## config.mk

```make
export PLATFORM = sky130hd
export DESIGN_NAME = pla_vector_driver
export DESIGN_NICKNAME = d
export VERILOG_FILES = /design/src/rtl/pla_vector_driver.sv
export SDC_FILE = /design/constraint.sdc
export NUM_CORES = 1
export LEC_CHECK = 0
export BUFFER_PORTS_ARGS = -buffer_cell sky130_fd_sc_hd__buf_2
export CORE_MARGIN = 10
export CORE_UTILIZATION = 49
export DETAILED_ROUTE_END_ITERATION = 7
export PLACE_DENSITY = 0.74
export SLEW_MARGIN = 20
export SYNTH_ARGS = -nofsm -noshare
export SYNTH_HDL_FRONTEND = slang
export SYNTH_SLANG_ARGS = --single-unit
```

## constraint.sdc

```tcl
create_clock -name clk -period 2.5 [get_ports clk]
set_input_delay 0.25 -clock clk [delete_from_list [all_inputs] [get_ports clk]]
set_output_delay 0.25 -clock clk [all_outputs]
set_load 0.02 [all_outputs]
```

## src/rtl/pla_vector_driver.sv

```systemverilog
// Stimulus sequencer for a combinational PLA. It applies counter or LFSR vectors,
// waits for the PLA outputs to settle, then folds each response into a MISR signature.
module pla_vector_driver #(
    parameter int IN_W       = 21,
    parameter int OUT_W      = 23,
    parameter int SETTLE_CYC = 2
) (
    input  logic             clk,
    input  logic             rst_n,
    input  logic             start,
    input  logic             abort,
    input  logic             mode,
    input  logic [IN_W-1:0]  seed,
    input  logic [IN_W:0]    count,
    output logic [IN_W-1:0]  x_out,
    input  logic [OUT_W-1:0] z_in,
    output logic             busy,
    output logic             done,
    output logic [OUT_W-1:0] signature,
    output logic [IN_W:0]    vec_idx
);

    // state  | meaning
    // IDLE   | waiting for start; results from the last run stay readable
    // SETTLE | stimulus held while the PLA outputs settle
    // SAMPLE | response folded into the MISR, stimulus advanced
    // DONE   | one-cycle completion pulse
    typedef enum logic [1:0] {IDLE, SETTLE, SAMPLE, DONE} state_t;

    localparam logic [OUT_W-1:0] POLY        = OUT_W'(23'h000021);
    localparam logic [IN_W-1:0]  TAPS        = IN_W'(21'h000005);
    localparam logic [3:0]       SETTLE_LOAD = 4'(SETTLE_CYC - 1);

    state_t             state, state_n;
    logic [3:0]         settle_cnt, settle_cnt_n;
    logic               mode_q, mode_n;
    logic [IN_W:0]      count_q, count_n;
    logic [IN_W-1:0]    x_n, x_step;
    logic [OUT_W-1:0]   sig_n, sig_step;
    logic [IN_W:0]      idx_n, idx_inc;

    always_ff @(posedge clk or negedge rst_n) begin
        if (!rst_n) begin
            state      <= IDLE;
            settle_cnt <= '0;
            mode_q     <= 1'b0;
            count_q    <= '0;
            x_out      <= '0;
            signature  <= '0;
            vec_idx    <= '0;
        end else begin
            state      <= state_n;
            settle_cnt <= settle_cnt_n;
            mode_q     <= mode_n;
            count_q    <= count_n;
            x_out      <= x_n;
            signature  <= sig_n;
            vec_idx    <= idx_n;
        end
    end

    always_comb begin
        state_n      = state;
        settle_cnt_n = settle_cnt;
        mode_n       = mode_q;
        count_n      = count_q;
        x_n          = x_out;
        sig_n        = signature;
        idx_n        = vec_idx;

        x_step   = mode_q ? ({x_out[IN_W-2:0], 1'b0} ^ (x_out[IN_W-1] ? TAPS : '0))
                          : x_out + 1'b1;
        sig_step = ({signature[OUT_W-2:0], 1'b0} ^ (signature[OUT_W-1] ? POLY : '0)) ^ z_in;
        idx_inc  = vec_idx + 1'b1;

        case (state)
            IDLE: begin
                if (start) begin
                    // an all-zero LFSR would never leave zero
                    x_n          = (mode && seed == '0) ? IN_W'(1) : seed;
                    sig_n        = '0;
                    idx_n        = '0;
                    settle_cnt_n = SETTLE_LOAD;
                    mode_n       = mode;
                    count_n      = count;
                    state_n      = (count == '0) ? DONE : SETTLE;
                end
            end
            SETTLE: begin
                if (settle_cnt == '0) state_n = SAMPLE;
                else                  settle_cnt_n = settle_cnt - 1'b1;
            end
            SAMPLE: begin
                sig_n = sig_step;
                x_n   = x_step;
                idx_n = idx_inc;
                if (idx_inc == count_q) begin
                    state_n = DONE;
                end else begin
                    state_n      = SETTLE;
                    settle_cnt_n = SETTLE_LOAD;
                end
            end
            DONE:    state_n = IDLE;
            default: state_n = IDLE;
        endcase

        // abort discards any pending SAMPLE update
        if (abort && state != IDLE) begin
            state_n      = IDLE;
            settle_cnt_n = settle_cnt;
            x_n          = x_out;
            sig_n        = signature;
            idx_n        = vec_idx;
        end
    end

    assign busy = (state == SETTLE) || (state == SAMPLE);
    assign done = (state == DONE);

endmodule

```

==> run summary, run 1 <==
clock transition at the registers of the reported paths -> 0.07 ns
CP max-delay cell -> or4_4
skew final -> 0.009992 ns
fmax -> 0.3967 GHz
core area -> 11,420 um^2
CP max stage delay -> 0.61 ns
status -> complete, but fails checks
Worst setup SP type -> register
ant diodes -> 0
power per standard cell area -> 1065 nW/um^2
Max clock buf depth -> 2
area fraction of the dominant cell type after synthesis -> 41.48%
synth top area cells -> dfrtp_1 (41%), o21ai_0 (6.5%), nand2_1 (6.2%), xnor2_1 (5.7%), mux2_2 (4.9%)
EDFF count, synth -> 0
number of synthesized register bits -> 95
failing checks -> negative setup slack
post-synthesis sequential area ratio -> 41.48%
Max rail drop VDD -> 0.6381 mV
crit share post-route -> 100.8%
Cell Rows -> 39
CTS tree -> yes
Syn. warnings -> 0
final core utilization -> 63.49%
Gate Count Post-Synth -> 632
initial DRC count -> 532
routability cong. -> 0.9025
setup ws final -> -0.02087 ns
num ports -> 139
Die ar. -> 16,420 um^2
largest net degree at the start of global routing -> 55
worst hold path class -> primary input to register
commonest non-fill, non-tap cell in the layout -> buf_2
Root Driver -> clkbuf_16
global-route wire length before repair -> 27.68 mm
Leak Pwr -> 0.003302 uW
CP arrival -> 2.74 ns
CP endpoint kind -> register
drt drc -> 0
Max Cap Viol -> 0
clk_lat worst skew -> 0.35 ns
Tot GR Track Use -> 20.67%
Syn Area/Cell -> 9.069 um^2
Sw Share -> 43.18%
Die Ht -> 128.2 um
H-tree depth -> 3
via-per-instance ratio -> 5.817
Seq pwr share -> 35.6%
most frequent cells in the layout -> buf_2 (137), nand2_1 (95), dfrtp_1 (88)
die width -> 128.2 um
largest area contributor in the synthesized netlist -> dfrtp_1
Slew headroom -> 52.13%
final-report hold violation count -> 0
post-DP HPWL -> 13.02 mm
Critical Path RT -> 2.72 ns
ys flop type -> dfrtp_1
layout cells sized above 1 -> 32.37%
clock buffer count from CTS -> 9
hold_ws -> 0.1437 ns
GR Overflow Total -> 0
part of the power in combinational logic -> 46.6%
Cell Int Power -> 4387 uW
power share of the clock group -> 17.8%
setup tns final -> -0.05135 ns
Switch Pwr -> 3334 uW
min Tclk post-route -> 2.521 ns
unrepaired setup endpoints after global routing -> true
Max Slew Vio Count -> 0
CTS sink cnt -> 95
initial antenna violation count -> 0
asr flop ratio synth -> 100.0%
Nets -> 871
CP Cell Sequence -> nand4_1 -> or4_4 -> nor3_4 -> xnor2_2 -> nor4b_2 -> and4_4 -> or2_4 -> buf_6 -> o211ai_1
Layout area overhead -> 26.48%
Worst-Margin Slew -> 0.7115 ns
vias in the first global route -> 5,336
detailed-route wire length -> 17.34 mm
drt wl/cell -> 18.44 um
via count -> 5,468
CP max FO -> 6
Starting Density -> 50.20%
count of final setup violators -> 3
DR pass1 iterations -> 5
synthesized cell area -> 5732 um^2
placed cells -> 918
final antenna-violating net count -> 0
Crit Path Category -> register to register
Yosys cell types -> 63
net count after synthesis -> 711
fin cells -> 940
port buffer count -> 138
[state kept, by name (all words and copies together) (netlist names)]
name / flops
count_q: 22
mode_q: 1
settle_cnt: 4
signature: 23
state: 2
vec_idx: 22
x_out: 21
[layer usage]
metal | vias to the layer above | track usage (%) | part of all wire (%)
met5 | - | 0 | 0
met4 | 0 | 7.616 | 2.3
met3 | 24 | 4.508 | 7.0
met2 | 199 | 33.25 | 49
met1 | 2655 | 26.65 | 42
li1 | 2590 | - | -
[final timing paths]
| check | start | end | slack, ns | depth (start not counted) |
|---|---|---|---|---|
| min in group asynchronous | rst_n | count_q[3]$_DFFE_PN0P_ | 0.44 | 2 |
| worst max-delay path | vec_idx[6]$_DFFE_PN0P_ | settle_cnt[1]$_DFFE_PN0P_ | -0.02 | 9 |
| max in group asynchronous | rst_n | signature[5]$_DFFE_PN0P_ | 1.36 | 3 |
| worst min register to register | signature[1]$_DFFE_PN0P_ | signature[1]$_DFFE_PN0P_ | 0.52 | 2 |
| worst max register to register | vec_idx[6]$_DFFE_PN0P_ | settle_cnt[1]$_DFFE_PN0P_ | -0.02 | 9 |
| worst min-delay path | count[14] | count_q[14]$_DFFE_PN0P_ | 0.14 | 2 |
[logic make-up (layout without fill, tap and decap cells)]
group,Yosys count,in the layout,synth area share (%)
AND/OR/NAND/NOR,231,231,20.72
AO/OA/AOI/OAI,151,151,15.89
flip-flops,95,95,41.48
XOR/XNOR,60,60,9.408
buffers and inverters,47,212,3.231
multiplexers,40,40,7.531
adder cells (fa/ha/maj),8,8,1.746
[power by group through the flow]
stage | logic [uW] | registers (uW) | clock network, uW
after floorplan | 2070 | 3040 | 0
after global placement | 3490 | 2720 | 0
after detailed placement | 3570 | 2770 | 0
after CTS | 3590 | 2740 | 1400
after global routing | 3950 | 2850 | 1450
final | 3600 | 2750 | 1370
[timing repair]
action / in CTS / in global routing
gates resized for setup: 1 / 11
endpoints found under the hold margin: 41 / 0
hold buffers: 1 / 0
gates cloned: 0 / 0
pin swaps: 0 / 4
buffers inserted: 0 / 5
setup endpoints to repair: 3 / 6
[per-stage QoR]
step                      worst slack (ns)  total power [uW]  cell area, um^2
after floorplan                   0.006709              5104             5766
after global placement             0.07731              6211             6859
after detailed placement         -0.009799              6335             6859
after CTS                          0.01502              7735             7164
after global routing               -0.1505              8249             7249
final                             -0.02087              7721             7249
[synth_stat cells, drive strengths merged, types with 7 or more instances]
master,number
nand2b,7
mux2i,15
nand3,22
ha,8
xor2,22
o21ai,75
mux2,25
nor3,14
xnor2,37
dfrtp,95
clkbuf,31
nand2,95
a21oi,24
a31oi,10
nand4,17
o31ai,7
inv,8
buf,7
nor4,14
nor2,30
[critical path, delay by kind of cell, from the launching register on]
| family | cells | cell delay, ns |
|---|---|---|
| AOI/OAI and AO/OA | 1 | 0.10 |
| xor gates and xnor gates | 1 | 0.11 |
| buffers and inverters | 1 | 0.09 |
| DFF | 1 | 0.37 |
| and+or+nand+nor | 6 | 1.72 |
[cell type report]
| cell class | count | area (um^2) |
|---|---|---|
| clock buffers | 13 | 270.3 |
| well taps | 143 | 178.9 |
| fillers | 1005 | 4169 |
| clock inverters | 3 | 23.77 |
| flip-flops and latches | 95 | 2386 |
| repair buffers | 187 | 1134 |
| inverters | 9 | 33.78 |
| multi-input cells | 490 | 3223 |
Note: power is estimated with default switching activity, not from simulation.
==> run 2, diff against run 1 <==
--- a/config.mk
+++ b/config.mk
@@ -7,9 +7,10 @@
 export LEC_CHECK = 0
 export BUFFER_PORTS_ARGS = -buffer_cell sky130_fd_sc_hd__buf_2
 export CORE_MARGIN = 10
-export CORE_UTILIZATION = 49
+export CORE_UTILIZATION = 50
+export CTS_BUF_LIST = sky130_fd_sc_hd__clkbuf_2 sky130_fd_sc_hd__clkbuf_4 sky130_fd_sc_hd__clkbuf_8
 export DETAILED_ROUTE_END_ITERATION = 7
-export PLACE_DENSITY = 0.74
+export PLACE_DENSITY = 0.75
 export SLEW_MARGIN = 20
 export SYNTH_ARGS = -nofsm -noshare
 export SYNTH_HDL_FRONTEND = slang
==> run summary, run 2 (synthesized netlist as in run 1, its figures left out) <==
Worst setup SP type -> register
CP endpoint kind -> register
Setup Slack @ Placement -> 0.01204 ns (+0.02184 ns)
worst reg2reg setup slack -> 0.02 ns (+0.04 ns)
Leak Pwr -> 0.003325 uW (+0.67%)
worst hold path class -> primary input to register
final antenna-violating net count -> 0 (unchanged)
layout cells sized above 1 -> 33.37% (+1.0 points)
Tot GR Track Use -> 21.00% (+0.33 points)
WHS Path Cells -> 2 (unchanged)
core area -> 11,320 um^2 (-0.85%)
r2r startpoint -> vec_idx[10]$_DFFE_PN0P_
CP max FO -> 6 (unchanged)
CP Cell Sequence -> buf_4 -> nand4_1 -> or4_4 -> a21oi_2 -> a31oi_1 -> nor4b_2 -> and4_4 -> or2_4 -> buf_6 -> o211ai_1
routability cong. -> 0.9108 (+0.92%)
Max clock buf depth -> 2 (unchanged)
ant diodes -> 0 (unchanged)
clk_lat worst skew -> 0.39 ns (+0.04 ns)
min-delay src -> count[5]
Register-to-Register Path Depth -> 10 (+1)
H-tree depth -> 3 (unchanged)
Slew headroom -> 56.33% (+4.2 points)
min Tclk post-route -> 2.481 ns (-0.03950 ns)
largest net degree at the start of global routing -> 41 (-25%)
Die Ht -> 127.1 um (-0.85%)
skew final -> 0.01302 ns (+0.003023 ns)
via-per-instance ratio -> 5.726 (-1.6%)
setup tns final -> 0 ns (+0.05135 ns)
Root Driver -> clkbuf_8
WHS Endpoint -> count_q[5]$_DFFE_PN0P_
most frequent cells in the layout -> buf_2 (137), nand2_1 (94), dfrtp_1 (89)
die width -> 127.1 um (-0.85%)
clock transition at the registers of the reported paths -> 0.10 ns (+0.03 ns)
Top reg by flops -> signature
Starting Density -> 50.63% (+0.43 points)
detailed-route wire length -> 17.53 mm (+1.1%)
CTS tree -> yes
unrepaired setup endpoints after global routing -> true
CP arrival -> 2.74 ns (about the same)
final-report hold violation count -> 0 (unchanged)
initial DRC count -> 435 (-18%)
fmax -> 0.4030 GHz (+1.6%)
initial antenna violation count -> 0 (unchanged)
Layout area overhead -> 26.57% (about the same)
Cell Rows -> 39 (unchanged)
Regs by FF count -> signature: 23 flops, count_q: 22 flops, vec_idx: 22 flops
CTS sink cnt -> 95 (unchanged)
clock buffer count from CTS -> 9 (unchanged)
Max rail drop VDD -> 0.5798 mV (-9.1%)
DR pass1 iterations -> 5 (unchanged)
port buffer count -> 138 (unchanged)
Max Cap Viol -> 0 (unchanged)
Reg-to-Reg End -> settle_cnt[2]$_DFFE_PN0P_
Critical Path RT -> 2.76 ns (+0.04 ns)
vias in the first global route -> 5,596 (+4.9%)
via count -> 5,434 (-0.62%)
commonest non-fill, non-tap cell in the layout -> buf_2
Crit Path Category -> register to register
GR Overflow Total -> 0 (unchanged)
delay-heaviest family, CP -> simple AND/OR/NAND/NOR gates
status -> completed
fillcell total -> 984 (-2.1%)
Worst-Margin Slew -> 0.6536 ns (-0.05787 ns)
number of flip-flops in the largest register -> 23 (unchanged)
post-DP HPWL -> 13.20 mm (+1.4%)
crit share post-route -> 99.25% (-1.6 points)
setup ws final -> 0.01863 ns (+0.03950 ns)
hold_ws -> 0.1071 ns (-0.03662 ns)
Max Slew Vio Count -> 0 (unchanged)
drt drc -> 0 (unchanged)
drt wl/cell -> 18.47 um (+0.16%)
Nets -> 880 (+1.0%)
CP max-delay cell -> or4_4
count of final setup violators -> 0 (-3)
power per standard cell area -> 1039 nW/um^2 (-2.4%)
num ports -> 139 (unchanged)
crit path buf inv count -> 2 (+1)
Die ar. -> 16,150 um^2 (-1.7%)
CP max stage delay -> 0.55 ns (-0.06 ns)
global-route wire length before repair -> 28.14 mm (+1.7%)
## run 2: cell count changes in the layout (fill, tap and decap cells not counted), sizes merged
cell,before,now
buf,186,195
bufinv,0,2
clkbuf,13,10
clkinv,1,3
clkinvlp,2,0
inv,9,10
## run 2: where the power goes
part,switching [uW],total [uW],internal [uW]
Combinational,2080,3600,1520
Sequential,642,2740,2100
Clock,603,1200,598
Total,3330,7540,4220
## run 2: how the worst max path moves through the flow
stage	start	end	slack, ns	depth (start not counted)
after detailed placement	vec_idx[0]$_DFFE_PN0P_	settle_cnt[2]$_DFFE_PN0P_	0.01	11
after CTS	vec_idx[0]$_DFFE_PN0P_	settle_cnt[2]$_DFFE_PN0P_	0.006	11
after global routing	vec_idx[7]$_DFFE_PN0P_	settle_cnt[3]$_DFFE_PN0P_	-0.11	10
final	vec_idx[10]$_DFFE_PN0P_	settle_cnt[2]$_DFFE_PN0P_	0.02	10
after floorplan	vec_idx[2]$_DFFE_PN0P_	settle_cnt[0]$_DFFE_PN0P_	0.007	9
after global placement	vec_idx[6]$_DFFE_PN0P_	settle_cnt[3]$_DFFE_PN0P_	0.07	10
## run 2: cell type report
type                       instances  area [um^2]  share of cell area, %
tap                              143        178.9                  2.466
clock inverter                     6        91.34                  1.259
clock buffer                      10        137.6                  1.897
multi-input combinational        490         3241                  44.67
inverter                           9        33.78                 0.4657
timing repair buffer             196         1187                  16.37
sequential                        95         2385                  32.87
## run 2: worst register-to-register path: stages (launching register included)
cell,delay (ns)
dfrtp_1,0.45
buf_4,0.17
nand4_1,0.10
or4_4,0.55
a21oi_2,0.15
a31oi_1,0.07
nor4b_2,0.28
and4_4,0.29
or2_4,0.13
buf_6,0.09
o211ai_1,0.09
## run 2: what timing repair did
item                       CTS  global route
hold buffers                 1             0
buffers inserted             0             8
resized for setup            1            16
hold endpoints to repair    33             0
pin swaps                    0            12
setup endpoints to repair    1             6
## run 2: metrics by stage
stage,instance area (um^2),power (uW),util (%),instances
finish,7254,7541,64.08,949
global route,7254,8074,64.08,949
CTS,7121,7529,62.90,941
detailed placement,6879,6323,60.76,924
global placement,6879,6172,60.76,924
floorplan,5766,5104,-,632
## run 2: layer usage
metal | global-route usage (%) | up-vias | routed length [um]
li1 | - | 2602 | -
met5 | 0 | - | 0
met3 | 5.376 | 30 | 1183
met4 | 8.372 | 0 | 405
met1 | 25.23 | 2617 | 7159
met2 | 35.21 | 185 | 8782
